## src/rtl/power_sched_pkg.sv

```systemverilog
`default_nettype none
// ============================================================================
// Module : power_sched_pkg
// Brief  : Shared state encoding and component ids for the power scheduler.
// Rev    : 1.0
// ============================================================================
package power_sched_pkg;

    localparam int c_ps_width = 2;

    typedef enum logic [c_ps_width-1:0] {
        PS_IDLE   = 2'b00,
        PS_CHARGE = 2'b01,
        PS_ARB    = 2'b10,
        PS_GRANT  = 2'b11
    } ps_state_t;

    localparam logic [1:0] c_comp_airflow   = 2'b00;
    localparam logic [1:0] c_comp_thrusters = 2'b01;
    localparam logic [1:0] c_comp_solar     = 2'b10;

endpackage
`default_nettype wire

```

## src/rtl/power_sched_rr_pick.sv

```systemverilog
`default_nettype none
// ============================================================================
// Module : rr_pick
// Brief  : Rotating-priority encoder: first set request at or above ptr, mod N.
// Rev    : 1.0
// ============================================================================
module rr_pick #(
    parameter int N  = 3,
    parameter int PW = 2
) (
    input  logic [N-1:0]  req,
    input  logic [PW-1:0] ptr,
    output logic [PW-1:0] idx,
    output logic          any
);

    localparam int c_sw = PW + 1;

    logic [c_sw-1:0] w_pos;

    always_comb begin
        w_pos = '0;
        idx   = '0;
        any   = 1'b0;
        for (int k = 0; k < N; k++) begin
            // ptr + k never exceeds 2N-2, so one conditional subtract wraps it
            w_pos = {1'b0, ptr} + c_sw'(k);
            if (w_pos >= c_sw'(N)) begin
                w_pos = w_pos - c_sw'(N);
            end
            if (!any && req[w_pos[PW-1:0]]) begin
                idx = w_pos[PW-1:0];
                any = 1'b1;
            end
        end
    end

endmodule
`default_nettype wire

```

## src/rtl/power_sched.sv

```systemverilog
`default_nettype none
// ============================================================================
// Module : power_sched
// Brief  : Shared-battery scheduler: solar charge accumulation, round-robin debits.
// Rev    : 1.0
// ============================================================================
module power_sched
    import power_sched_pkg::*;
#(
    parameter int N_REQ      = 3,
    parameter int AMT_W      = 8,
    parameter int BATT_W     = 12,
    parameter int BATT_MAX   = 4000,
    parameter int BATT_INIT  = 2000,
    parameter int LOW_THRESH = 400
) (
    input  logic                   clk,
    input  logic                   rst,
    input  logic                   charge_valid,
    input  logic [AMT_W-1:0]       charge_amt,
    input  logic [N_REQ-1:0]       req,
    input  logic [N_REQ*AMT_W-1:0] req_amt,
    output logic [N_REQ-1:0]       grant,
    output logic [N_REQ-1:0]       deny,
    output logic [AMT_W-1:0]       grant_amt,
    output logic [BATT_W-1:0]      batt,
    output logic                   low_batt,
    output logic                   brownout,
    output logic                   spill
);

    localparam int c_pw     = (N_REQ > 1) ? $clog2(N_REQ) : 1;
    localparam int c_pend_w = AMT_W + 2;
    localparam logic [BATT_W-1:0] c_batt_max  = BATT_W'(BATT_MAX);
    localparam logic [BATT_W-1:0] c_batt_init = BATT_W'(BATT_INIT);
    localparam logic [BATT_W-1:0] c_low       = BATT_W'(LOW_THRESH);

    ps_state_t           r_state, w_state_nxt;
    logic [BATT_W-1:0]   r_batt, w_batt_nxt;
    logic                r_low, r_brown, r_spill;
    logic [c_pend_w-1:0] r_pend;
    logic [c_pw-1:0]     r_ptr, r_winner;
    logic [N_REQ-1:0]    r_grant, r_deny;
    logic [AMT_W-1:0]    r_amt;

    logic [c_pend_w:0]   w_pend_sum;
    logic [BATT_W:0]     w_charge_sum;
    logic                w_clip;
    logic [c_pw-1:0]     w_pick_idx, w_ptr_src, w_ptr_inc;
    logic                w_pick_any;
    logic [AMT_W-1:0]    w_pick_amt;
    logic                w_fund;
    logic [N_REQ-1:0]    w_onehot;
    logic                w_commit, w_grant_go, w_deny_go, w_debit;

    rr_pick #(
        .N  (N_REQ),
        .PW (c_pw)
    ) u_pick (
        .req (req),
        .ptr (r_ptr),
        .idx (w_pick_idx),
        .any (w_pick_any)
    );

    assign w_pick_amt   = req_amt[w_pick_idx*AMT_W +: AMT_W];
    assign w_fund       = (r_batt >= BATT_W'(w_pick_amt));
    assign w_onehot     = N_REQ'(1) << w_pick_idx;
    assign w_pend_sum   = {1'b0, r_pend} + (c_pend_w+1)'(charge_amt);
    assign w_charge_sum = {1'b0, r_batt} + (BATT_W+1)'(r_pend);
    assign w_clip       = (w_charge_sum > (BATT_W+1)'(BATT_MAX));
    assign w_ptr_src    = w_debit ? r_winner : w_pick_idx;
    assign w_ptr_inc    = (w_ptr_src == c_pw'(N_REQ - 1)) ? '0 : w_ptr_src + 1'b1;

    always_ff @(posedge clk or posedge rst) begin
        if (rst) begin
            r_state <= PS_IDLE;
        end else begin
            r_state <= w_state_nxt;
        end
    end

    // A charge pulse arriving in idle counts as pending charge, so charge wins the same cycle
    always_comb begin
        w_state_nxt = r_state;
        w_commit    = 1'b0;
        w_grant_go  = 1'b0;
        w_deny_go   = 1'b0;
        w_debit     = 1'b0;
        case (r_state)
            PS_IDLE: begin
                if ((r_pend != '0) || charge_valid) begin
                    w_state_nxt = PS_CHARGE;
                end else if (|req) begin
                    w_state_nxt = PS_ARB;
                end
            end
            PS_CHARGE: begin
                w_commit    = 1'b1;
                w_state_nxt = PS_IDLE;
            end
            PS_ARB: begin
                if (!w_pick_any) begin
                    w_state_nxt = PS_IDLE;
                end else if (w_fund) begin
                    w_grant_go  = 1'b1;
                    w_state_nxt = PS_GRANT;
                end else begin
                    w_deny_go   = 1'b1;
                    w_state_nxt = PS_IDLE;
                end
            end
            PS_GRANT: begin
                w_debit     = 1'b1;
                w_state_nxt = PS_IDLE;
            end
            default: w_state_nxt = PS_IDLE;
        endcase
    end

    always_comb begin
        w_batt_nxt = r_batt;
        if (w_commit) begin
            w_batt_nxt = w_clip ? c_batt_max : w_charge_sum[BATT_W-1:0];
        end else if (w_debit) begin
            w_batt_nxt = r_batt - BATT_W'(r_amt);
        end
    end

    always_ff @(posedge clk or posedge rst) begin
        if (rst) begin
            r_batt   <= c_batt_init;
            r_low    <= (c_batt_init < c_low);
            r_pend   <= '0;
            r_ptr    <= '0;
            r_winner <= '0;
            r_grant  <= '0;
            r_deny   <= '0;
            r_amt    <= '0;
            r_brown  <= 1'b0;
            r_spill  <= 1'b0;
        end else begin
            // The commit cycle restarts accumulation so a concurrent pulse is kept
            if (w_commit) begin
                r_pend <= charge_valid ? c_pend_w'(charge_amt) : '0;
            end else if (charge_valid) begin
                r_pend <= w_pend_sum[c_pend_w] ? '1 : w_pend_sum[c_pend_w-1:0];
            end
            r_batt  <= w_batt_nxt;
            r_low   <= (w_batt_nxt < c_low);
            r_spill <= w_commit & w_clip;
            r_grant <= w_grant_go ? w_onehot : '0;
            r_deny  <= w_deny_go ? w_onehot : '0;
            if (w_grant_go) begin
                r_amt    <= w_pick_amt;
                r_winner <= w_pick_idx;
            end
            if (w_deny_go) begin
                r_winner <= w_pick_idx;
                r_brown  <= 1'b1;
                r_ptr    <= w_ptr_inc;
            end
            if (w_debit) begin
                r_brown <= 1'b0;
                r_ptr   <= w_ptr_inc;
            end
        end
    end

    assign grant     = r_grant;
    assign deny      = r_deny;
    assign grant_amt = (|r_grant) ? r_amt : '0;
    assign batt      = r_batt;
    assign low_batt  = r_low;
    assign brownout  = r_brown;
    assign spill     = r_spill;

endmodule
`default_nettype wire

```

## config.mk

```make
export PLATFORM = sky130hd
export DESIGN_NAME = power_sched
export DESIGN_NICKNAME = d
export VERILOG_FILES = /design/src/rtl/power_sched_pkg.sv /design/src/rtl/power_sched_rr_pick.sv /design/src/rtl/power_sched.sv
export SDC_FILE = /design/constraint.sdc
export NUM_CORES = 1
export LEC_CHECK = 0
export ABC_CLOCK_PERIOD_IN_PS = 3650
export BUFFER_PORTS_ARGS = -buffer_cell sky130_fd_sc_hd__buf_2
export CAP_MARGIN = 10
export CORE_ASPECT_RATIO = 0.7
export CORE_MARGIN = 10
export CORE_UTILIZATION = 40
export CTS_CLUSTER_DIAMETER = 120
export DETAILED_ROUTE_END_ITERATION = 10
export GPL_TIMING_DRIVEN = 0
export PLACE_DENSITY = 0.71
export SYNTH_ARGS = -nofsm -noshare
export SYNTH_HDL_FRONTEND = slang
export SYNTH_SLANG_ARGS = --single-unit
```

## constraint.sdc

```tcl
create_clock -name clk -period 3.65 [get_ports clk]
set_input_delay 0.5475 -clock clk [delete_from_list [all_inputs] [get_ports clk]]
set_output_delay 0.5475 -clock clk [all_outputs]
set_load 0.1 [all_outputs]
```

* Word level (Yosys, flattened, before mapping)
Cells that the tools add are included.
** Storage, ports and cells
- Bits in registers :: 45
- Input bits :: 38
** Cells by class
- $lt $le $gt $ge :: 9
- Eq/ne operators :: 5
- Shift-type cells :: 2
- Add/sub/neg operators :: 9
- Reduce and logical (&&, ||, !) cells :: 13
- Multiplexer cells :: 46
- Bitwise gates (word level) :: 1
** Operator list (number)
- 12-bit 2-to-1 mux :: 3
- 2-bit 2-to-1 mux :: 16
- 10-bit 2-to-1 mux :: 3
- 24-bit by 6-bit indexed part select with 8-bit output :: 1
- 1-bit 2-to-1 mux :: 16
- 8-bit 2-to-1 mux :: 2
- 12-bit by 10-bit adder with 13-bit output :: 1
- 13-bit by 12-bit > comparator with 1-bit output (second input constant) :: 1
- 12-bit by 8-bit greater-or-equal comparator with 1-bit output :: 1
- 12-bit by 9-bit < comparator with 1-bit output (second input constant) :: 1
- 12-bit by 8-bit subtractor with 12-bit output :: 1
- 10-bit by 8-bit adder with 11-bit output :: 1
- 10-bit nonzero test :: 1
- 2-bit by 3-bit < comparator with 1-bit output (second input constant) :: 3
- 1-bit binary-select mux with 2-bit select :: 3
- 2-bit == test (second input constant) :: 3
- 3-bit by 2-bit greater-or-equal comparator with 1-bit output (second input constant) :: 2
- 3-bit 2-to-1 mux :: 2
- 2-bit case mux with 3 select lines :: 1
- 2-bit nonzero test :: 3
- 3-bit OR reduction :: 2
- 2-bit subtractor (second input constant) :: 3
- 2-bit by 1-bit adder with 3-bit output (second input constant) :: 1
- 2-bit by 2-bit adder with 3-bit output (second input constant) :: 1
- 11 further kinds :: 13

* Logic depth before layout (Yosys ltp)
Gate-level depths: netlist of run 1.
- Depth after elaboration :: 18
- Mapped depth :: 20
- Mapped depth without buffers :: 17

* Cells and area by module
Synthesis of run 1 repeated with hierarchy kept, for this count alone.
** Second synthesis, totals
- Cell total of the unflattened synthesis :: 430
- Area total of the unflattened synthesis :: 3809.9 sq um
** Modules (own cells, without submodules)
- power_sched :: seq. area each 1133.6 sq um, instances 1, area each 3609.7 sq um, cells each 404
- rr_pick :: seq. area each 0.0 sq um, instances 1, area each 200.2 sq um, cells each 26

* Worst setup path after synthesis of run 1
Ideal clock, no wire load.
- Path type :: reg2reg
- From :: reg r_ptr[0]
- To :: reg r_amt[2]
- Path slack :: -0.045 ns
- Required time :: 3.571 ns
- Buffers on the path :: 3
- Stages on the path, launching flop included :: 21
- Data arrival time :: 3.615 ns
- Path through :: dfrtp_1 inv_1 ha_1 clkbuf_1 nand2_1 a21oi_1 o221a_2 clkbuf_1 nand2_1 o21ai_0 ha_1 nand2b_1 a21o_1 a21o_1 a21o_1 a21o_1 a21oi_1 o21ai_0 nand2_1 buf_2 mux2i_1
** On the way
- Word-level cells in the longest chain between the ends :: 16
- Elaborated cells between the ends (all ways) :: 32
** RTL lines
- start: declaration :: line power_sched.sv:42 : logic [c_pw-1:0] r_ptr, r_winner;
- start signal: assignment :: line power_sched.sv:161 : r_ptr <= w_ptr_inc;
- start signal: assignment :: line power_sched.sv:165 : r_ptr <= w_ptr_inc;
- parallel branches: the longest is 10 deep, another holds 2-bit by 1-bit adder with 3-bit output
- 2-bit 2-to-1 mux (*) :: line power_sched_rr_pick.sv:31 : if (!any && req[w_pos[PW-1:0]]) begin
- 24-bit by 6-bit indexed part select with 8-bit output (*) :: line power_sched.sv:66 : assign w_pick_amt = req_amt[w_pick_idx*AMT_W +: AMT_W];
- via w_pick_amt[0] :: line power_sched.sv:51 : logic [AMT_W-1:0] w_pick_amt;
- 12-bit by 8-bit greater-or-equal comparator with 1-bit output (*) :: line power_sched.sv:67 : assign w_fund = (r_batt >= BATT_W'(w_pick_amt));
- 1-bit 2-to-1 mux (*) :: line power_sched.sv:105 : end else if (w_fund) begin
- 1-bit 2-to-1 mux (*) :: line power_sched.sv:103 : if (!w_pick_any) begin
- 1-bit 2-to-1 mux (*) :: line power_sched.sv:90 : case (r_state)
- end signal: assignment :: line power_sched.sv:155 : r_amt <= w_pick_amt;
- end: declaration :: line power_sched.sv:44 : logic [AMT_W-1:0] r_amt;
Mark *: on every way through the listed nets, which the timed path passes. The select of a mux whose other input is x is not followed.
A chain may end at the register's enable or synchronous reset.

* Worst setup path after layout of run 1
- From :: reg r_ptr[0]
- To :: reg r_amt[0]
** On the way
- Word-level cells in the longest chain between the ends :: 16
- Elaborated cells between the ends (all ways) :: 32
** RTL lines
- parallel branches: the longest is 16 deep, another holds 12-bit by 8-bit greater-or-equal comparator with 1-bit output
Several ways; the timed one is not identified. The select of a mux whose other input is x is not followed.

==> impl_metrics.py, run 1 <==
metrics = {
    "global_routing": {
        "grt_pass1_wl_um": 16400,
        "met2_usage_pct": 23.0,
        "grtUsageMet1_pct": 20.6,
        "grt_max_degree": 26,
        "grtUsageTotal_pct": 14.8,
        "grt_use_met3_pct": 3.82,
        "grt_pass1_vias": 3267,
        "overflow": 0,
        "top_usage_layer": "met2",
        "antenna_found_initial": 0,
    },
    "placement": {
        "finalWeightedCongestion": 0.810,
        "io_buffers": 66,
        "place_hpwl_um": 7900,
    },
    "worst_hold_path": {
        "hold_path.class": "input pin to async pin",
    },
    "yosys": {
        "syn_area_um2": 3580,
        "synth_edf_count": 0,
        "yosysSeqAreaShare_pct": 31.7,
        "yosys.area.top_type_share_pct": 27.3,
        "synth_largest_area_cell": "dfrtp_1",
        "synth_common_cells": "nor2_1, dfrtp_1, ha_1",
        "syn_area_per_cell_um2": 8.99,
        "netlist_instances": 398,
        "synth_nets": 475,
        "ys.flop_type": "dfrtp_1",
        "synth_seq_cells": 45,
        "synthArstFlopShare_pct": 100,
        "yosysWarningCount": 0,
        "ys_types": 64,
        "yosysMostFrequentCell": "nor2_1",
        "synthTopCellsByArea": "dfrtp_1, ha_1, a21oi_1, dfstp_2, nor2_1",
    },
    "worst_setup_path": {
        "cp_max_fo": 8,
        "cp.required_ps": 3820,
        "crit_top_cell": "a21o_1",
        "crit_type": "flop to flop",
        "cp-start-kind": "flop",
        "endpoint_kind": "flop",
        "cp_cell_sequence": "inv_2 > ha_4 > a21oi_2 > nor2_1 > o31a_1 > buf_4 > a22o_1 > a21oi_2 > ha_1 > a21o_1 > a21o_1 > a21o_1 > a21o_1 > a21oi_2 > o21ai_2 > nand2_2 > buf_6 > mux2_4",
        "max_stage_delay_ps": 420,
        "critPathArrivalTime_ps": 3830,
        "crit_path_top_delay_cell": "dfrtp_1",
    },
    "sta": {
        "whs_ps": 280,
        "period_needed_ps": 3660,
        "max_slew_margin_pct": 27.3,
        "hold_violations": 0,
        "grt_setup_unrepaired": "yes",
        "setup_slack_ps": -5.51,
        "report.final.setup_viol": 1,
        "worst_slew_pin_slew_ps": 1080,
        "drv_slew": 0,
        "max_freq_mhz": 274,
        "clock_skew_ps": 9.11,
        "min_period_over_period_pct": 100,
    },
    "layout": {
        "syn_to_final_growth_pct": 23.0,
        "utilization_pct": 51.3,
        "drive_gt1_share_pct": 26.2,
        "diodes": 0,
        "nets": 557,
    },
    "route": {
        "via_count": 3408,
        "drtPass1Iterations": 5,
        "drt-initial-drc-count": 271,
        "viasPerCell": 5.67,
        "wl_um": 10200,
        "wl_per_cell_um": 17.0,
        "drc": 0,
        "drtAntennaViolNets": 0,
    },
    "floorplan": {
        "rows": 28,
        "io_pins": 67,
        "fp.dieH_um": 99.1,
        "dieArea_um2": 13200,
        "start_util_pct": 41.7,
        "dieWidth_um": 133,
        "core_area_um2": 8580,
    },
    "clock_network": {
        "cts.sink_count": 45,
        "clk_pin_slew_ps": 70,
        "cts_tree": "done",
        "clock-root-buffer": "clkbuf_16",
        "cts_buffer_depth": 2,
        "cts_made_buffers": 5,
        "cts_hold_buffers": 0,
        "htreeDepth": 2,
        "insertion_delay_ps": 290,
    },
    "run": {
        "cap_violations": 0,
    },
    "status": {
        "violations": "setup timing",
        "status": "finished with violations",
    },
}
-- placed cells by master (no fill, tap or decap), drive strengths merged, types with 6 or more instances in the layout --
cell / n
and3: 6
o211ai: 7
inv: 28
o21ai: 14
dfrtp: 39
ha: 36
buf: 82
dfstp: 6
xnor2: 15
a21oi: 34
nor2: 41
clkbuf: 10
nor3: 10
a21o: 11
nand2: 32
a31oi: 8
o221ai: 8
a22o: 8
mux2i: 11
-- area by class of cell --
| class | instances | area (um2) |
|---|---|---|
| fill | 797 | 4180 |
| multi-input combinational | 313 | 2350 |
| sequential | 45 | 1130 |
| timing repair buffer | 77 | 444 |
| tap | 120 | 150 |
| clock buffer | 6 | 129 |
| inverter | 29 | 109 |
| buffer | 9 | 72.6 |
| clock inverter | 2 | 15.0 |
-- worst max-delay path, delay by kind of cell (launching register included) --
family | cells | cell delay, ps
fa+ha+maj | 2 | 500
buf+inv | 3 | 350
mux | 1 | 290
flops | 1 | 420
compound gates | 10 | 1770
simple gates | 2 | 200
-- flip-flops by register name, indices dropped and copies added, names as in the netlist --
signal    flops
r_winner      2
brownout      1
r_state       2
r_amt         8
r_pend       10
spill         1
batt         12
r_ptr         2
deny          3
grant         3
low_batt      1
-- repair_timing --
item / 4_1_cts / 5_1_grt
endpoints found under the setup margin: 19 / 17
gates resized for setup: 18 / 14
buffers inserted: 5 / 5
pin swaps: 4 / 16
-- metal layers --
layer	vias to the layer above	wire [um]
li1	1649	-
met4	0	61
met5	-	0
met3	11	642
met2	107	4560
met1	1641	4950
-- metrics by stage --
stage / TNS, ps / instances / worst slack [ps] / area (um2)
CTS: 0 / 596 / 53.5 / 4320
floorplan: 0 / 398 / 36.1 / 3580
finish: -5.51 / 601 / -5.51 / 4400
global route: -1280 / 601 / -153 / 4400
detailed placement: -10100 / 585 / -720 / 4090
global placement: -6980 / 584 / -548 / 4060
-- final timing paths --
path	from	end	slack, ps	depth (start not counted)
worst max register to register	r_ptr[0]$_DFFE_PP0P_	r_amt[0]$_DFFE_PP0P_	-6	18
min in group clk	brownout$_DFFE_PP0P_	brownout$_DFFE_PP0P_	490	2
worst min-delay path	rst	r_pend[1]$_DFFE_PP0P_	280	2
worst min register to register	brownout$_DFFE_PP0P_	brownout$_DFFE_PP0P_	490	2
worst max-delay path	r_ptr[0]$_DFFE_PP0P_	r_amt[0]$_DFFE_PP0P_	-6	18
max in group asynchronous	rst	r_amt[5]$_DFFE_PP0P_	2860	3
-- logic make-up after synthesis --
| kind of cell | synth area share, % |
|---|---|
| xor gates and xnor gates | 4.90 |
| AOI/OAI and AO/OA | 25.2 |
| muxes | 4.02 |
| DFF | 31.7 |
| buffers and inverters | 4.69 |
| and+or+nand+nor | 15.0 |
| adders and majority gates | 14.5 |
Power of run 1 is left out: the tool's default activity adds up to more than one toggle a clock period on the data nets, which glitch-free logic cannot reach.
==> run 2: changes to the inputs <==
--- a/config.mk
+++ b/config.mk
@@ -5,11 +5,11 @@
 export SDC_FILE = /design/constraint.sdc
 export NUM_CORES = 1
 export LEC_CHECK = 0
-export ABC_CLOCK_PERIOD_IN_PS = 3650
+export ABC_CLOCK_PERIOD_IN_PS = 3190
 export BUFFER_PORTS_ARGS = -buffer_cell sky130_fd_sc_hd__buf_2
-export CAP_MARGIN = 10
+export CAP_MARGIN = 15
 export CORE_ASPECT_RATIO = 0.7
-export CORE_MARGIN = 10
+export CORE_MARGIN = 1.5
 export CORE_UTILIZATION = 40
 export CTS_CLUSTER_DIAMETER = 120
 export DETAILED_ROUTE_END_ITERATION = 10
==> constraint.sdc (replaced) <==
create_clock -name clk -period 3.19 [get_ports clk]
set_input_delay 0.4785 -clock clk [delete_from_list [all_inputs] [get_ports clk]]
set_output_delay 0.4785 -clock clk [all_outputs]
set_load 0.1 [all_outputs]
==> run 2 against run 1 <==
Net effect:
- global-route usage increased by 5.9 points
- critical path depth unchanged
- worst setup slack got worse by 320 ps
- fmax increased by 3.9%
- die area decreased by 28%
- cell area increased by 7.1%
- non-clock buffer count increased by 17
- routed wire length decreased by 3.4%
- final cell count increased by 2.8%
- the flow still finishes with violations (setup timing)
- sequential cell count unchanged
- register-to-register slack got worse by 320 ps
- first-iteration DRC count decreased by 39%
==> impl_metrics.py, run 2 (synthesized netlist as in run 1, its figures left out) <==
metrics = {
    "floorplan": {
        "dieWidth_um": 116,
        "core_area_um2": 8580,
        "rows": 28,
        "dieArea_um2": 9530,
        "start_util_pct": 41.7,
        "io_pins": 67,
        "fp.dieH_um": 82.1,
    },
    "clock_network": {
        "htreeDepth": 2,
        "cts.sink_count": 45,
        "cts_hold_buffers": 0,
        "clock-root-buffer": "clkbuf_16",
        "cts_buffer_depth": 2,
        "cts_made_buffers": 5,
        "clk_pin_slew_ps": 70,
        "cts_tree": "done",
        "insertion_delay_ps": 290,
    },
    "sta": {
        "period_needed_ps": 3520,
        "min_period_over_period_pct": 110,
        "report.final.setup_viol": 19,
        "max_slew_margin_pct": 24.4,
        "worst_slew_pin_slew_ps": 1120,
        "hold_violations": 0,
        "clock_skew_ps": 7.61,
        "fin_setup_tns_ps": -5270,
        "max_freq_mhz": 284,
        "setup_slack_ps": -328,
        "drv_slew": 0,
        "grt_setup_unrepaired": "yes",
    },
    "run": {
        "cap_violations": 0,
    },
    "layout": {
        "layout_commonest_cell": "buf_2",
        "multi_input_area_um2": 2470,
        "utilization_pct": 54.9,
        "drive_gt1_share_pct": 33.7,
        "diodes": 0,
        "fill_cells": 768,
        "register_area_um2": 1140,
        "syn_to_final_growth_pct": 31.7,
        "largest_reg_flops": 12,
        "nets": 574,
        "final_area_um2": 4710,
        "final_cell_mix": "buf_2, nor2_1, dfrtp_1, ha_1, nand2_1",
    },
    "placement": {
        "place_hpwl_um": 7340,
        "pre_cts_ws_ps": -711,
        "io_buffers": 66,
        "placed_cell_area_um2": 4150,
        "finalWeightedCongestion": 0.849,
    },
    "worst_setup_path": {
        "reg2reg_from": "r_ptr[0]$_DFFE_PP0P_",
        "r2r_cells": 18,
        "cp-start-kind": "flop",
        "critPathArrivalTime_ps": 3730,
        "endpoint_kind": "flop",
        "crit_type": "flop to flop",
        "crit_path_start": "r_ptr[0]$_DFFE_PP0P_",
        "cp_max_fo": 8,
        "cp.required_ps": 3410,
    },
    "worst_hold_path": {
        "hold_path.class": "input pin to async pin",
    },
    "route": {
        "drtAntennaViolNets": 0,
        "drt-initial-drc-count": 164,
        "wl_um": 9860,
        "viasPerCell": 5.52,
        "drtPass1Iterations": 5,
        "drc": 0,
        "wl_per_cell_um": 16.0,
        "via_count": 3411,
    },
    "global_routing": {
        "grt_max_degree": 29,
        "grtUsageTotal_pct": 20.7,
        "grt_pass1_vias": 3192,
        "overflow": 0,
        "grt_pass1_wl_um": 15300,
        "antenna_found_initial": 0,
    },
    "status": {
        "violations": "setup timing",
        "status": "finished with violations",
    },
}
[run 2: cell types whose count changed in the layout (fill, tap and decap cells not counted), moves of 3 or more]
| cell | before | now |
|---|---|---|
| dfrtp_2 | 0 | 5 |
| clkbuf_8 | 0 | 3 |
| nor2_1 | 39 | 35 |
| nor2_2 | 1 | 5 |
| buf_4 | 7 | 22 |
| dfrtp_1 | 39 | 34 |
[run 2: metrics by stage]
step,cells,hold slack (ps)
global route,618,209
detailed placement,585,472
CTS,611,177
finish,618,160
floorplan,398,492
global placement,584,461
[run 2: layout make-up]
cell class / count / area share [%]
Multi-Input combinational cell: 313 / 52.5
Sequential cell: 45 / 24.3
Timing Repair Buffer: 94 / 12.3
Tap cell: 120 / 3.18
Clock buffer: 6 / 2.95
Inverter: 29 / 2.31
Buffer: 9 / 1.73
Clock inverter: 2 / 0.796
[run 2: final timing paths]
kind / endpoint / slack, ps
hold / removal: batt[2]$_DFFE_PP0P_ / 160
setup reg to reg: r_amt[7]$_DFFE_PP0P_ / -330
min in group clk: r_pend[2]$_DFFE_PP0P_ / 490
max in group asynchronous: batt[10]$_DFF_PP1_ / 2460
hold reg to reg: brownout$_DFFE_PP0P_ / 490
setup / recovery: r_amt[7]$_DFFE_PP0P_ / -330
[run 2: per-layer routing]
layer	vias to the layer above	GRT usage [%]	share of wire, %	wire [um]
met3	11	4.09	6.4	630
li1	1670	-	-	-
met1	1634	29.5	49	4850
met5	-	0	0	0
met2	96	32.1	43	4270
met4	0	5.24	1.1	105
[run 2: timing repair]
item | CTS | global route
pin swaps | 19 | 18
hold endpoints to repair | 0 | 0
setup buffers | 20 | 8
gates resized for setup | 23 | 20
setup endpoints to repair | 20 | 21
[run 2: critical path, stage by stage (launching register included)]
cell and delay, ps:
dfrtp_1 390, inv_2 70, ha_4 220, a21oi_2 130, nor2_1 50, o31a_1 360, mux2i_1 230, o21ai_2 110
ha_1 290, nand2b_4 150, a21o_1 170, a21o_1 150, a21o_1 180, a21o_1 170, a21oi_2 160, o21ai_2 90
nand2_2 160, buf_8 170, mux2i_1 190
Power of run 2 is left out for the same reason.
